[src/rtl/imem_pkg.sv]
// Shared constants and types for the instruction memory fetch block.
package imem_pkg;

    localparam int unsigned INSTR_W    = 32;
    localparam int unsigned IMEM_DEPTH = 64;

    localparam logic [INSTR_W-1:0] NOP_INSTR = 32'hD503201F;

    typedef struct packed {
        logic [INSTR_W-1:0] instr;
        logic               fault;
    } fetch_rsp_t;

endpackage

[src/rtl/imem_array.sv]
// Word storage with one synchronous read port and one write port.
// The read data register is cleared by reset; the array contents are not.
module imem_array
    import imem_pkg::*;
#(
    parameter int unsigned  DATA_W = INSTR_W,
    parameter int unsigned  DEPTH  = IMEM_DEPTH,
    localparam int unsigned IDX_W  = $clog2(DEPTH)
) (
    input  logic              clk,
    input  logic              reset,
    input  logic              rd_en_i,
    input  logic [IDX_W-1:0]  rd_idx_i,
    output logic [DATA_W-1:0] rd_data_o,
    input  logic              wr_en_i,
    input  logic [IDX_W-1:0]  wr_idx_i,
    input  logic [DATA_W-1:0] wr_data_i
);

    logic [DATA_W-1:0] mem_q [DEPTH];
    logic [DATA_W-1:0] rd_data_q;

    always_ff @(posedge clk) begin
        if (wr_en_i) begin
            mem_q[wr_idx_i] <= wr_data_i;
        end
    end

    // Sampling mem_q on the same edge as the write gives read-before-write.
    always_ff @(posedge clk or posedge reset) begin
        if (reset) begin
            rd_data_q <= '0;
        end else if (rd_en_i) begin
            rd_data_q <= mem_q[rd_idx_i];
        end
    end

    assign rd_data_o = rd_data_q;

endmodule

[src/rtl/instr_mem_fetch.sv]
// Instruction memory with valid/ready fetch, program-load port and fetch counter.
// Define IMEM_FAULT_EN to flag misaligned / out-of-range requests as faults.
module instr_mem_fetch
    import imem_pkg::*;
#(
    parameter int unsigned  DATA_W = INSTR_W,
    parameter int unsigned  DEPTH  = IMEM_DEPTH,
    parameter int unsigned  ADDR_W = 64,
    localparam int unsigned IDX_W  = $clog2(DEPTH)
) (
    input  logic              clk,
    input  logic              reset,
    input  logic              req_valid,
    output logic              req_ready,
    input  logic [ADDR_W-1:0] req_addr,
    output logic              rsp_valid,
    input  logic              rsp_ready,
    output logic [DATA_W-1:0] rsp_instr,
    output logic              rsp_fault,
    input  logic              ld_en,
    input  logic [IDX_W-1:0]  ld_idx,
    input  logic [DATA_W-1:0] ld_data,
    output logic [31:0]       fetch_cnt
);

    logic              rsp_valid_q, rsp_valid_d;
    logic              fault_q, fault_d;
    logic [31:0]       cnt_q, cnt_d;
    logic              req_fire;
    logic              rsp_fire;
    logic              req_fault;
    logic              rd_en;
    logic [IDX_W-1:0]  req_idx;
    logic [DATA_W-1:0] rd_data;

    assign req_idx = req_addr[IDX_W+1:2];

`ifdef IMEM_FAULT_EN
    assign req_fault = (req_addr[1:0] != 2'b00) || (req_addr[ADDR_W-1:IDX_W+2] != '0);
`else
    logic unused_addr_bits;
    assign unused_addr_bits = ^{req_addr[ADDR_W-1:IDX_W+2], req_addr[1:0]};
    assign req_fault        = 1'b0;
`endif

    // Held off during reset so nothing looks accepted while state is forced clear.
    assign req_ready = !reset && (!rsp_valid_q || rsp_ready);
    assign req_fire  = req_valid && req_ready;
    assign rsp_fire  = rsp_valid_q && rsp_ready;
    assign rd_en     = req_fire && !req_fault;

    always_comb begin
        rsp_valid_d = rsp_valid_q;
        fault_d     = fault_q;
        cnt_d       = cnt_q;
        if (req_fire) begin
            rsp_valid_d = 1'b1;
            fault_d     = req_fault;
        end else if (rsp_fire) begin
            rsp_valid_d = 1'b0;
        end
        if (rsp_fire) begin
            cnt_d = cnt_q + 32'd1;
        end
    end

    always_ff @(posedge clk or posedge reset) begin
        if (reset) begin
            rsp_valid_q <= 1'b0;
            fault_q     <= 1'b0;
            cnt_q       <= '0;
        end else begin
            rsp_valid_q <= rsp_valid_d;
            fault_q     <= fault_d;
            cnt_q       <= cnt_d;
        end
    end

    // A faulting request skips the read, so the held read data is masked instead.
    imem_array #(
        .DATA_W (DATA_W),
        .DEPTH  (DEPTH)
    ) u_array (
        .clk       (clk),
        .reset     (reset),
        .rd_en_i   (rd_en),
        .rd_idx_i  (req_idx),
        .rd_data_o (rd_data),
        .wr_en_i   (ld_en),
        .wr_idx_i  (ld_idx),
        .wr_data_i (ld_data)
    );

    assign rsp_valid = rsp_valid_q;
    assign rsp_fault = fault_q;
    assign rsp_instr = fault_q ? '0 : rd_data;
    assign fetch_cnt = cnt_q;

endmodule

[config.mk]
export PLATFORM = sky130hd
export DESIGN_NAME = instr_mem_fetch
export DESIGN_NICKNAME = d
export VERILOG_FILES = /design/src/rtl/imem_pkg.sv /design/src/rtl/imem_array.sv /design/src/rtl/instr_mem_fetch.sv
export SDC_FILE = /design/constraint.sdc
export NUM_CORES = 2
export LEC_CHECK = 0
export ABC_AREA = 0
export CAP_MARGIN = 20
export CORE_ASPECT_RATIO = 2
export CORE_MARGIN = 2
export CORE_UTILIZATION = 56
export DETAILED_ROUTE_END_ITERATION = 12
export PLACE_DENSITY = 0.82
export SLEW_MARGIN = 20
export SYNTH_ARGS = -nofsm -noshare
export SYNTH_HDL_FRONTEND = slang
export SYNTH_SLANG_ARGS = --single-unit
export TNS_END_PERCENT = 10
[constraint.sdc]
create_clock -name clk -period 2.1 [get_ports clk]
set_input_delay 0.315 -clock clk [delete_from_list [all_inputs] [get_ports clk]]
set_output_delay 0.315 -clock clk [all_outputs]
set_load 0.05 [all_outputs]
---- Word-level counts from Yosys, hierarchy flattened ----
Memories as Yosys holds them, arrays and structs flattened. A register that Yosys moved wholly into a read port is not among the register bits.
Index checks and enable logic that the tools add are counted.
operators by class
  add/subtract/negate cells ............... 1
  muxes and demuxes ....................... 4
  reductions and logical operators ........ 7
operator list
  cell                   count
  $add 32x1->32 const B  1
  $mux 1                 4
  $logic_and 1x1->1      3
  $logic_not 1->1        2
  $reduce_bool 2->1      1
  $logic_or 1x1->1       1
word-level totals
  register bits ........................... 33
  RAM bits ................................ 2,048
  bits of input ports ..................... 107
  output and inout bits ................... 67
  memories ................................ 1
memories
  memory         depth  bits a word  read ports  clocked after Yosys merged registers in  write ports  RTL line          text
  u_array.mem_q  64     32           1           1                                        1            imem_array.sv:20  logic [DATA_W-1:0] mem_q [DEPTH];

---- Depth between registers and ports, before layout ----
  depth after elaboration ................. 5
  mapped depth ............................ 11
  depth with buffers taken out ............ 7

---- By module ----
From an unflattened synthesis, not the netlist that was laid out.
unflattened totals
  cells, all modules ...................... 3,973
  area, all modules ....................... 81,225.4 um2
by module, submodules not included
  module           instances  cells an instance  area an instance (um2)  sequential area each (um2)
  imem_array       1          3,834              79,626.4                62,299.8
  instr_mem_fetch  1          139                1,599.0                 825.8

---- Worst setup path before layout ----
OpenSTA, ideal clock, no wires.
  path kind ............................... input port to flip-flop
  from .................................... input port ld_idx[3]
  to ...................................... memory u_array.mem_q[48][0] in the netlist's numbering, enable pin
  setup time .............................. 0.461 ns
  arrival time ............................ 3.014 ns
  path slack .............................. -1.375 ns
  stages on the path ...................... 4
  path buffers ............................ 1
  cells stage by stage .................... clkbuf_1 nor2b_1 nand4b_1 nor3_1
RTL lines
  item         RTL line               text
  from (decl)  instr_mem_fetch.sv:21  input logic [IDX_W-1:0] ld_idx,
  to (decl)    imem_array.sv:20
No word-level cell before the write port.

==> run summary <==
• result of the run: complete, but fails checks
• violations in the final reports: negative setup slack
• routed wire length: 219 mm
• H-tree depth: 4
• fraction of final layout cells with drive strength greater than 1: 0.283
• utilization after layout: 0.668
• remaining max-slew budget at the tightest pin: 0.272
• reg-to-reg critical path endpoint: u_array.rd_data_o[3]
• terminating pin of the worst hold path: u_array.mem_q[2][2]
• PnR worst setup slack: -0.153 ns
• Worst Setup Start Kind: register
• largest family of logic cells by synthesized area: multiplexers
• final net count: 4513
• number of warnings reported in the yosys synthesis log: 0
• ports placed on the boundary: 174
• Cell Area, Synth: 81000 µm²
• count of mapped cells out of synthesis: 3842
• Yosys cell types: 43
• maximum fanout along the worst path: 1
• leakage: 31.9 nW
• drt pass-1 iters: 6
• count of pins over their slew limit: 0
• hold crit path type: primary input to register
• placeable core region: 144000 µm²
• synthesized-area fraction occupied by and/or/nand/nor cells: 0.0132
• number of design rule violations left after detail routing: 0
• synthesized-area fraction occupied by adder cells: 0.000154
• data required time at the worst endpoint: 2.79 ns
• final antenna-violating net count: 0
• TritonCTS clock tree: done
• beginning of the worst register-to-register path: u_array.mem_q[24][3]
• portion of netlist area occupied by mux cells: 0.149
• die area: 148000 µm²
• CP Class: register to register
• initial drt markers: 5471
• arrival time reported for the critical path endpoint: 2.94 ns
• gr usage total: 0.295
• Final HPWL DP: 131 mm
• number of global-route vias before repair: 45500
• Wirelength per Cell: 34.0 µm
• unrepaired setup endpoints after global routing: true
• vias after detailed routing: 44000
• Starting Density: 0.564
• wire length of the first global-routing pass: 312 mm
• setup slack, reg-to-reg: -0.15 ns
• CTS Buf Count: 175
• net count of the mapped netlist: 3950
• fin crit share: 1.07
• setup fix buffers added after clock tree synthesis: 0
• clock latency on the worst-skew pair: 0.80 ns
• CTS clock-pin slew for the worst setup and hold paths: 0.07 ns
• CTS sink count: 2113
• Worst Reg2Reg Path Length in Cells: 5
• share of synthesized area occupied by flip-flops and latches: 0.779
• Core Rows: 197
• worst hold path depth: 2
• total power of the final layout: 86.3 mW
• total negative setup slack: -0.923 ns
• DR vias/cell: 6.83
• placer congestion estimate: 0.845
• maximum number of pins on one net before global-route repair: 65
• cell at the root of the clock tree: sky130_fd_sc_hd__clkbuf_16
• crit path time final: 2.25 ns
• vertical die dimension: 542 µm
• hold wc startpoint: ld_data[2]
• IO Port Bufs: 114
• total of endpoints with negative setup slack in the final report: 16
• Avg Cell Area, Syn: 21.1 µm²
• Syn-to-layout area delta: 18.5%
• xor and xnor fraction of the mapped netlist area: 0.00335
• peak ir drop on the vdd network: 1010 µV
• worst-case clock skew: 0.0520 ns
• commonest cells after routing, fill and taps aside: 2048 x sky130_fd_sc_hd__edfxtp_1, 448 x sky130_fd_sc_hd__mux2i_1, 320 x sky130_fd_sc_hd__mux4_2, 314 x sky130_fd_sc_hd__buf_4, 204 x sky130_fd_sc_hd__buf_12
• total power divided by cell area: 900 nW/µm²
• pin slew with the least headroom to its limit: 1.09 ns
• post-synthesis compound-gate area fraction: 0.0417
• Chip Width: 273 µm
• number of antenna violations at the first check in global routing: 11
• remaining global-route overflow: 0
• Setup crit end kind: register
• Final Hold Viols: 0
• commonest non-fill, non-tap cell in the layout: sky130_fd_sc_hd__edfxtp_1
• flops & latches, synth: 2113
• Fill cells: 8262
• clock tree buffer depth: 4
• maximum frequency from static timing analysis: 0.444 GHz
• total of max-cap violations: 0
-- worst max-delay path: stages, from the launching register on --
cell and delay, ns:
sky130_fd_sc_hd__edfxtp_1 0.42, sky130_fd_sc_hd__mux4_2 0.53, sky130_fd_sc_hd__mux4_2 0.50, sky130_fd_sc_hd__o22ai_4 0.24, sky130_fd_sc_hd__a211oi_4 0.12, sky130_fd_sc_hd__a221o_1 0.32
-- stage by stage --
stage | instance area, µm² | cells | setup WS, ns | hold slack, ns
after detailed placement | 90000 | 6114 | -0.658 | 0.465
after global placement | 90000 | 6114 | -0.701 | 0.459
after floorplan | 81500 | 3842 | -0.312 | 0.411
after global routing | 96000 | 6432 | -0.163 | 0.0229
final | 96000 | 6436 | -0.153 | 0.00922
after CTS | 95800 | 6431 | -0.110 | 0.00145
-- worst max-delay path by stage --
| stage | slack [ns] | start | end | depth (start not counted) |
|---|---|---|---|---|
| floorplan | -0.31 | reset | u_array.rd_data_o[29] | 6 |
| global placement | -0.70 | req_addr[4] | u_array.rd_data_o[6] | 9 |
| detailed placement | -0.66 | req_addr[2] | u_array.rd_data_o[3] | 7 |
| CTS | -0.11 | u_array.mem_q[40][8] | u_array.rd_data_o[8] | 5 |
| global route | -0.16 | u_array.mem_q[24][3] | u_array.rd_data_o[3] | 5 |
| finish | -0.15 | u_array.mem_q[24][3] | u_array.rd_data_o[3] | 5 |
-- registers in the layout, summed over array words and instances (netlist names) --
signal and flops:
u_array.mem_q 2048, fetch_cnt 32, u_array.rd_data_o 32, rsp_valid 1
-- layout make-up --
cell class / instances / area [µm²] / share of cell area
Sequential cell: 2113 / 63100 / 0.658
Multi-Input combinational cell: 1502 / 17600 / 0.183
Timing Repair Buffer: 611 / 7190 / 0.0750
Clock buffer: 206 / 4540 / 0.0473
Tap cell: 1890 / 2360 / 0.0246
Clock inverter: 107 / 1130 / 0.0118
Antenna cell: 5 / 12.5 / 0.000130
Inverter: 2 / 11.3 / 0.000117
-- where the power goes --
| group | switching (mW) | internal (mW) | total [mW] |
|---|---|---|---|
| Sequential | 0.485 | 46.7 | 47.1 |
| Clock | 14.9 | 18.2 | 33.1 |
| Combinational | 3.77 | 2.33 | 6.10 |
| Total | 19.1 | 67.2 | 86.3 |
-- per-layer routing --
layer  wire (µm)  global-route usage
met3       18600              0.0451
met1       68100               0.327
met2      118000               0.533
met4       13800               0.174
met5          70                   0
-- cells in the mapped netlist --
master | number | area, µm²
sky130_fd_sc_hd__edfxtp_1 | 2048 | 61500
sky130_fd_sc_hd__mux2i_1 | 448 | 4480
sky130_fd_sc_hd__mux4_2 | 320 | 7210
sky130_fd_sc_hd__a22oi_1 | 160 | 1200
sky130_fd_sc_hd__buf_2 | 99 | 495
sky130_fd_sc_hd__clkbuf_1 | 97 | 364
sky130_fd_sc_hd__nor2_1 | 75 | 282
sky130_fd_sc_hd__dfrtp_1 | 65 | 1630
sky130_fd_sc_hd__a211oi_1 | 64 | 480
sky130_fd_sc_hd__nand3_1 | 48 | 240
sky130_fd_sc_hd__nor2b_1 | 40 | 250
sky130_fd_sc_hd__o21ai_0 | 33 | 165
sky130_fd_sc_hd__a2111oi_0 | 32 | 280
sky130_fd_sc_hd__a221o_1 | 32 | 320
sky130_fd_sc_hd__a22o_1 | 32 | 280
sky130_fd_sc_hd__a31oi_1 | 32 | 200
sky130_fd_sc_hd__o211ai_1 | 32 | 240
sky130_fd_sc_hd__o22ai_1 | 32 | 200
sky130_fd_sc_hd__mux2_2 | 28 | 315
sky130_fd_sc_hd__nand2_1 | 23 | 86.3
sky130_fd_sc_hd__xnor2_1 | 20 | 175
sky130_fd_sc_hd__buf_1 | 13 | 48.8
sky130_fd_sc_hd__xor2_1 | 11 | 96.3
sky130_fd_sc_hd__buf_6 | 10 | 113
sky130_fd_sc_hd__and3_1 | 7 | 43.8
sky130_fd_sc_hd__nand4_1 | 7 | 43.8
sky130_fd_sc_hd__buf_4 | 5 | 37.5
sky130_fd_sc_hd__mux2_1 | 5 | 56.3
sky130_fd_sc_hd__nand2b_1 | 4 | 25.0
sky130_fd_sc_hd__nor3_1 | 3 | 15.0
sky130_fd_sc_hd__and4_1 | 2 | 17.5
sky130_fd_sc_hd__inv_1 | 2 | 7.51
sky130_fd_sc_hd__nand3b_1 | 2 | 15.0
sky130_fd_sc_hd__or3_1 | 2 | 12.5
sky130_fd_sc_hd__and2_1 | 1 | 6.26
sky130_fd_sc_hd__buf_8 | 1 | 15.0
sky130_fd_sc_hd__conb_1 | 1 | 3.75
sky130_fd_sc_hd__ha_1 | 1 | 12.5
sky130_fd_sc_hd__nand4b_1 | 1 | 8.76
sky130_fd_sc_hd__nor2_2 | 1 | 6.26
sky130_fd_sc_hd__nor3_2 | 1 | 10.0
sky130_fd_sc_hd__o21a_1 | 1 | 7.51
sky130_fd_sc_hd__or3b_2 | 1 | 8.76
-- what timing repair did --
action,CTS,global route
endpoints found under the hold margin,58,0
endpoints found under the setup margin,56,32
resized for setup,104,24
hold buffers,4,0
pin swaps,2,0
-- kinds of logic (layout without fill, tap and decap cells) --
family / count (synthesis) / count (layout)
buf+inv: 227 / 926
fa+ha+maj: 1 / 1
other cells: 1 / 6
simple gates: 218 / 218
flops: 2113 / 2113
mux: 801 / 801
compound gates: 450 / 450
xor+xnor: 31 / 31
(Power assumes the default switching activity.)
